$ cat src/rtl/spi_pkg.sv
// Shared types and helpers for the SPI slave receive controller.
package spi_pkg;

    typedef enum logic [1:0] {
        IDLE   = 2'd0,
        ACTIVE = 2'd1,
        LOAD   = 2'd2
    } spi_rx_state_e;

    // Modes 0 and 3 sample on the rising sck edge, modes 1 and 2 on the falling edge.
    function automatic logic sample_on_rise(input logic cpol, input logic cpha);
        return (cpol ^ cpha) == 1'b0;
    endfunction

endpackage

$ cat src/rtl/spi_pin_sync.sv
// Multi-flop synchroniser for one SPI pin with a history flop and registered edge pulses.
module spi_pin_sync #(
    parameter int   STAGES  = 2,
    parameter logic RST_VAL = 1'b0
) (
    input  logic clk,
    input  logic rst_n,
    input  logic pin_i,
    output logic level_o,
    output logic rise_o,
    output logic fall_o
);

    logic [STAGES-1:0] sync_q, sync_d;
    logic              hist_q, hist_d;
    logic              rise_q, rise_d;
    logic              fall_q, fall_d;

    always_comb begin
        sync_d = {sync_q[STAGES-2:0], pin_i};
        hist_d = sync_q[STAGES-1];
        rise_d = sync_q[STAGES-1] & ~hist_q;
        fall_d = ~sync_q[STAGES-1] & hist_q;
    end

    always_ff @(posedge clk or negedge rst_n) begin
        if (!rst_n) begin
            sync_q <= {STAGES{RST_VAL}};
            hist_q <= RST_VAL;
            rise_q <= 1'b0;
            fall_q <= 1'b0;
        end else begin
            sync_q <= sync_d;
            hist_q <= hist_d;
            rise_q <= rise_d;
            fall_q <= fall_d;
        end
    end

    // The history flop is the level output so it lines up with the registered pulses.
    assign level_o = hist_q;
    assign rise_o  = rise_q;
    assign fall_o  = fall_q;

endmodule

$ cat src/rtl/spi_rx_frame_ctrl.sv
// SPI slave receive sequencer: pin sync, deserializer strobes, bit counting, word handoff.
//   state  | meaning
//   IDLE   | cs_n high (or reset), sample edges ignored
//   ACTIVE | frame open, counting sample strobes toward a full word
//   LOAD   | deserializer holds a full word, hand it to the output register
module spi_rx_frame_ctrl
    import spi_pkg::*;
#(
    parameter int DW          = 8,
    parameter bit CPOL        = 1'b0,
    parameter bit CPHA        = 1'b0,
    parameter int SYNC_STAGES = 2
) (
    input  logic          clk,
    input  logic          rst_n,
    input  logic          sck_i,
    input  logic          cs_n_i,
    input  logic          mosi_i,
    output logic          des_mosi_o,
    output logic          des_sample_o,
    output logic          des_clr_o,
    input  logic [DW-1:0] des_data_i,
    output logic [DW-1:0] rx_data_o,
    output logic          rx_valid_o,
    input  logic          rx_ready_i,
    output logic          frame_active_o,
    output logic          overrun_o,
    output logic          abort_o,
    input  logic          clear_i
);

    localparam int                CNT_W    = $clog2(DW + 1);
    localparam logic [CNT_W-1:0]  LAST_BIT = CNT_W'(DW - 1);
    localparam logic              ON_RISE  = sample_on_rise(CPOL, CPHA);

    logic sck_rise, sck_fall;
    logic cs_level, cs_rise, cs_fall;
    logic mosi_level;
    logic sample;

    spi_pin_sync #(.STAGES(SYNC_STAGES), .RST_VAL(CPOL)) u_sck_sync (
        .clk     (clk),
        .rst_n   (rst_n),
        .pin_i   (sck_i),
        .level_o (),
        .rise_o  (sck_rise),
        .fall_o  (sck_fall)
    );

    spi_pin_sync #(.STAGES(SYNC_STAGES), .RST_VAL(1'b1)) u_cs_sync (
        .clk     (clk),
        .rst_n   (rst_n),
        .pin_i   (cs_n_i),
        .level_o (cs_level),
        .rise_o  (cs_rise),
        .fall_o  (cs_fall)
    );

    spi_pin_sync #(.STAGES(SYNC_STAGES), .RST_VAL(1'b0)) u_mosi_sync (
        .clk     (clk),
        .rst_n   (rst_n),
        .pin_i   (mosi_i),
        .level_o (mosi_level),
        .rise_o  (),
        .fall_o  ()
    );

    assign sample = (ON_RISE ? sck_rise : sck_fall) & ~cs_level;

    spi_rx_state_e    state_q, state_d;
    logic [CNT_W-1:0] bit_cnt_q, bit_cnt_d;
    logic [DW-1:0]    rx_data_q, rx_data_d;
    logic             rx_valid_q, rx_valid_d;
    logic             overrun_q, overrun_d;
    logic             abort_q, abort_d;
    logic             load_ok;

    always_comb begin
        state_d   = state_q;
        bit_cnt_d = bit_cnt_q;
        abort_d   = 1'b0;
        case (state_q)
            IDLE: ;
            ACTIVE: begin
                if (sample) begin
                    if (bit_cnt_q == LAST_BIT) begin
                        bit_cnt_d = '0;
                        state_d   = LOAD;
                    end else begin
                        bit_cnt_d = bit_cnt_q + CNT_W'(1);
                    end
                end
            end
            LOAD: begin
                // The next word's first strobe may land here and must not be lost.
                state_d = ACTIVE;
                if (sample) bit_cnt_d = bit_cnt_q + CNT_W'(1);
            end
            default: state_d = IDLE;
        endcase
        if (cs_rise) begin
            state_d   = IDLE;
            bit_cnt_d = '0;
            abort_d   = (bit_cnt_q != '0);
        end
        if (cs_fall) begin
            state_d   = ACTIVE;
            bit_cnt_d = '0;
        end
    end

    always_comb begin
        load_ok    = (state_q == LOAD) && (!rx_valid_q || rx_ready_i);
        rx_data_d  = load_ok ? des_data_i : rx_data_q;
        rx_valid_d = load_ok ? 1'b1 : (rx_valid_q && !rx_ready_i);
        overrun_d  = overrun_q;
        if (clear_i) overrun_d = 1'b0;
        if ((state_q == LOAD) && !load_ok) overrun_d = 1'b1;
    end

    always_ff @(posedge clk or negedge rst_n) begin
        if (!rst_n) begin
            state_q    <= IDLE;
            bit_cnt_q  <= '0;
            rx_data_q  <= '0;
            rx_valid_q <= 1'b0;
            overrun_q  <= 1'b0;
            abort_q    <= 1'b0;
        end else begin
            state_q    <= state_d;
            bit_cnt_q  <= bit_cnt_d;
            rx_data_q  <= rx_data_d;
            rx_valid_q <= rx_valid_d;
            overrun_q  <= overrun_d;
            abort_q    <= abort_d;
        end
    end

    assign des_mosi_o     = mosi_level;
    assign des_sample_o   = sample;
    assign des_clr_o      = cs_fall;
    assign rx_data_o      = rx_data_q;
    assign rx_valid_o     = rx_valid_q;
    assign frame_active_o = ~cs_level;
    assign overrun_o      = overrun_q;
    assign abort_o        = abort_q;

endmodule

$ cat config.mk
export PLATFORM = sky130hd
export DESIGN_NAME = spi_rx_frame_ctrl
export DESIGN_NICKNAME = d
export VERILOG_FILES = /design/src/rtl/spi_pkg.sv /design/src/rtl/spi_pin_sync.sv /design/src/rtl/spi_rx_frame_ctrl.sv
export SDC_FILE = /design/constraint.sdc
export NUM_CORES = 1
export LEC_CHECK = 0
export ABC_CLOCK_PERIOD_IN_PS = 3900
export CAP_MARGIN = 10
export CORE_AREA = 2 2 60 62
export CTS_BUF_LIST = sky130_fd_sc_hd__clkbuf_4 sky130_fd_sc_hd__clkbuf_8
export DETAILED_ROUTE_END_ITERATION = 12
export DIE_AREA = 0 0 62 64
export GPL_ROUTABILITY_DRIVEN = 0
export SLEW_MARGIN = 10
export SYNTH_ARGS = -nofsm -noshare
export SYNTH_HDL_FRONTEND = slang
export SYNTH_SLANG_ARGS = --single-unit
$ cat constraint.sdc
create_clock -name clk -period 3.9 [get_ports clk]
set_input_delay 0.78 -clock clk [delete_from_list [all_inputs] [get_ports clk]]
set_output_delay 0.78 -clock clk [all_outputs]
set_load 0.005 [all_outputs]
==> flow_metrics.tcl, run 1 <==
set metrics [dict create \
    rr_worst_depth 6 \
    finalHoldViolCount 0 \
    whs_ps 353 \
    finalMaxSlewViolations 0 \
    synth_flop_cell "dfrtp_1" \
    wl_mm 1.97 \
    async_flop_share_pct 100 \
    worst_slew_pin_slew_ps 355 \
    max_slew_margin_pct 76.4 \
    core_um2 3280 \
    grt_overflow 0 \
    synthesis.area_um2 1130 \
    cp.required_ps 3120 \
    dieWidth_um 62 \
    antenna_left 0 \
    grt_pass1_wl_mm 3.50 \
    boundaryPins 30 \
    reg2reg_setup_slack_ps 2160 \
    dp_hpwl_mm 1.43 \
    grt_pass1_vias 832 \
    setup_viol 0 \
    cts_buffers 5 \
    finalCriticalPeriod_ps 2210 \
    ir_drop_mv 0.209 \
    syn-num-nets 103 \
    cts_sinks 29 \
    dpl_worst_slack_ps 1760 \
    critPathCapture "frame_active_o" \
    drv_cap 0 \
    finalNonFillerCells 167 \
    rsz0062_at_grt "no" \
    ctsHoldBuffers 0 \
    cts_buffer_depth 2 \
    synth_cell_type_count 29 \
    fin_tns_setup_ps 0 \
    startpoint "u_cs_sync.level_o" \
    path_clk_slew_ps 90 \
    synth_area_leaders "dfrtp_1, mux2_2, dfstp_2" \
    tritoncts "built" \
    ys_seq_elements 29 \
    startpoint_type "register" \
    diodes 0 \
    ctsResizeCount 0 \
    track_usage_pct 12.3 \
    yosys-top-cells-count "dfrtp_1, mux2_2, inv_1" \
    min_period_over_period_pct 56.6 \
    finClkSkew_ps 6.97 \
    nets 140 \
    crit_fanout 4 \
    rows 21 \
    synth-edff-count 0 \
    drtIter0Drc 7 \
    yosysMostFrequentCell "dfrtp_1" \
    syn_avg_cell_area_um2 13.6 \
    powerDensity_nw_per_um2 376 \
    syn_inst 83 \
    endpoint_kind "output pin" \
    nFillCells 304 \
    die_y_um 64 \
    drc_errors 0 \
    dp.cells 159 \
    power_leakage_uw 0.000706 \
    reg2reg_from "state_q[0]" \
    min_path_type "reg2reg" \
    drive_above_1_share_pct 23.1 \
    fmax_ghz 0.453 \
    die_area_um2 3970 \
    cts_setup_buffers 0 \
    start_util_pct 34.5 \
    worstSkewPairLatency_ps 320 \
    via_count 746 \
    root_buffer "clkbuf_4" \
    grt_max_degree 30 \
    yosysTopAreaCell "dfrtp_1" \
    worst_slack_ps 1690 \
    drt_first_pass_iters 4 \
    yosys_warnings 0 \
    r2r_end "bit_cnt_q[3]" \
    ys_seq_area_share_pct 64.4 \
    routedWlPerCell_um 11.8 \
    vias_per_cell 4.47 \
    area_delta_synth_final_pct 37.6 \
    status "finished clean" \
    synth_top_area_share_pct 57.5 \
    cp_data_arrival_time_ps 1430 \
    h-tree-depth 2 \
    io_buffers 29 \
    antenna_found_initial 0 \
    crit_type "reg2out" \
]
==> worst min path at each step <==
stage | from | end | slack, ps | cells past startpoint
2_1_floorplan | u_mosi_sync.sync_q[1] | u_mosi_sync.level_o | 330 | 0
3_3_place_gp | u_sck_sync.sync_q[0] | u_sck_sync.sync_q[1] | 330 | 0
3_5_place_dp | u_mosi_sync.sync_q[1] | u_mosi_sync.level_o | 340 | 0
4_1_cts | u_mosi_sync.sync_q[1] | u_mosi_sync.level_o | 360 | 0
5_1_grt | u_mosi_sync.sync_q[1] | u_mosi_sync.level_o | 360 | 0
6_report | u_mosi_sync.sync_q[1] | u_mosi_sync.level_o | 350 | 0
==> power breakdown <==
group | leakage (µW) | internal [µW] | switching [µW]
registers | 0.000375 | 314 | 8.54
clock network | 0.0000413 | 104 | 98.4
logic | 0.000290 | 34.1 | 27.2
==> through the flow <==
| step | utilization (%) | cell area [µm²] | total power (µW) |
|---|---|---|---|
| CTS | 47.4 | 1560 | 599 |
| detailed placement | 45.3 | 1490 | 390 |
| finish | 47.4 | 1560 | 586 |
| floorplan | - | 1130 | 356 |
| global placement | 45.3 | 1490 | 387 |
| global route | 47.4 | 1560 | 624 |
==> state kept, by name, indices dropped and copies added (netlist names) <==
name,flops
rx_data_o,8
bit_cnt_q,4
u_sck_sync.sync_q,2
u_mosi_sync.level_o,1
u_sck_sync.rise_o,1
u_cs_sync.rise_o,1
abort_o,1
state_q,2
overrun_o,1
u_mosi_sync.sync_q,2
u_cs_sync.fall_o,1
u_cs_sync.level_o,1
u_cs_sync.sync_q,2
u_sck_sync.level_o,1
rx_valid_o,1
==> cells by family after synthesis <==
group	synth area share, %
DFF	64.4
and+or+nand+nor	11.1
AOI/OAI and AO/OA	6.19
muxes	9.72
buffers and inverters	2.32
adders and majority gates	5.52
xor gates and xnor gates	0.774
==> per-layer routing <==
layer | routed length [µm] | track usage (%) | vias up | share of wire, %
li1 | - | - | 351 | -
met1 | 819 | 13.8 | 364 | 42
met2 | 934 | 18.5 | 27 | 47
met3 | 186 | 7.49 | 4 | 9.4
met4 | 31 | 4.79 | 0 | 1.6
met5 | 0 | 0 | - | 0
==> placed cells by master, fill, tap and decap left out, types with 2 or more instances in the layout <==
master / count
clkdlybuf4s50_1: 29
dfrtp_1: 26
mux2_2: 8
inv_1: 7
nor2_1: 6
ha_1: 5
clkbuf_4: 5
nand2_1: 3
dfstp_2: 3
o21ai_0: 2
a21oi_1: 2
mux2i_1: 2
clkbuf_8: 2
==> worst max-delay path: stages, from the launching register on <==
cell,delay [ps]
dfstp_2,590
inv_1,70
clkdlybuf4s50_1,450
==> final cells by class <==
class	instances	area (µm²)	share of cell area, %
clock buffers	7	65.1	4.18
multi-input cells	47	377	24.2
well taps	46	57.6	3.69
flip-flops and latches	29	729	46.8
inverters	7	26.3	1.69
repair buffers	30	298	19.1
clock inverters	1	5.00	0.321
(Power assumes the default switching activity.)
==> inputs of run 2 (changes only) <==
Settings changed: ABC_CLOCK_PERIOD_IN_PS 3900 to 2000.
Clock period 3.9 ns to 2 ns, I/O delays scaled along.
==> results of run 2 <==
The final DEF is identical to that of run 1. Status: finished clean.
Main changes from that run: setup slack after placement 1760 ps -> 244 ps; setup slack after layout 1690 ps -> 172 ps; register-to-register setup slack 2160 ps -> 260 ps; total power 586 µW -> 1140 µW; worst IR drop on VDD 0.209 mV -> 0.408 mV
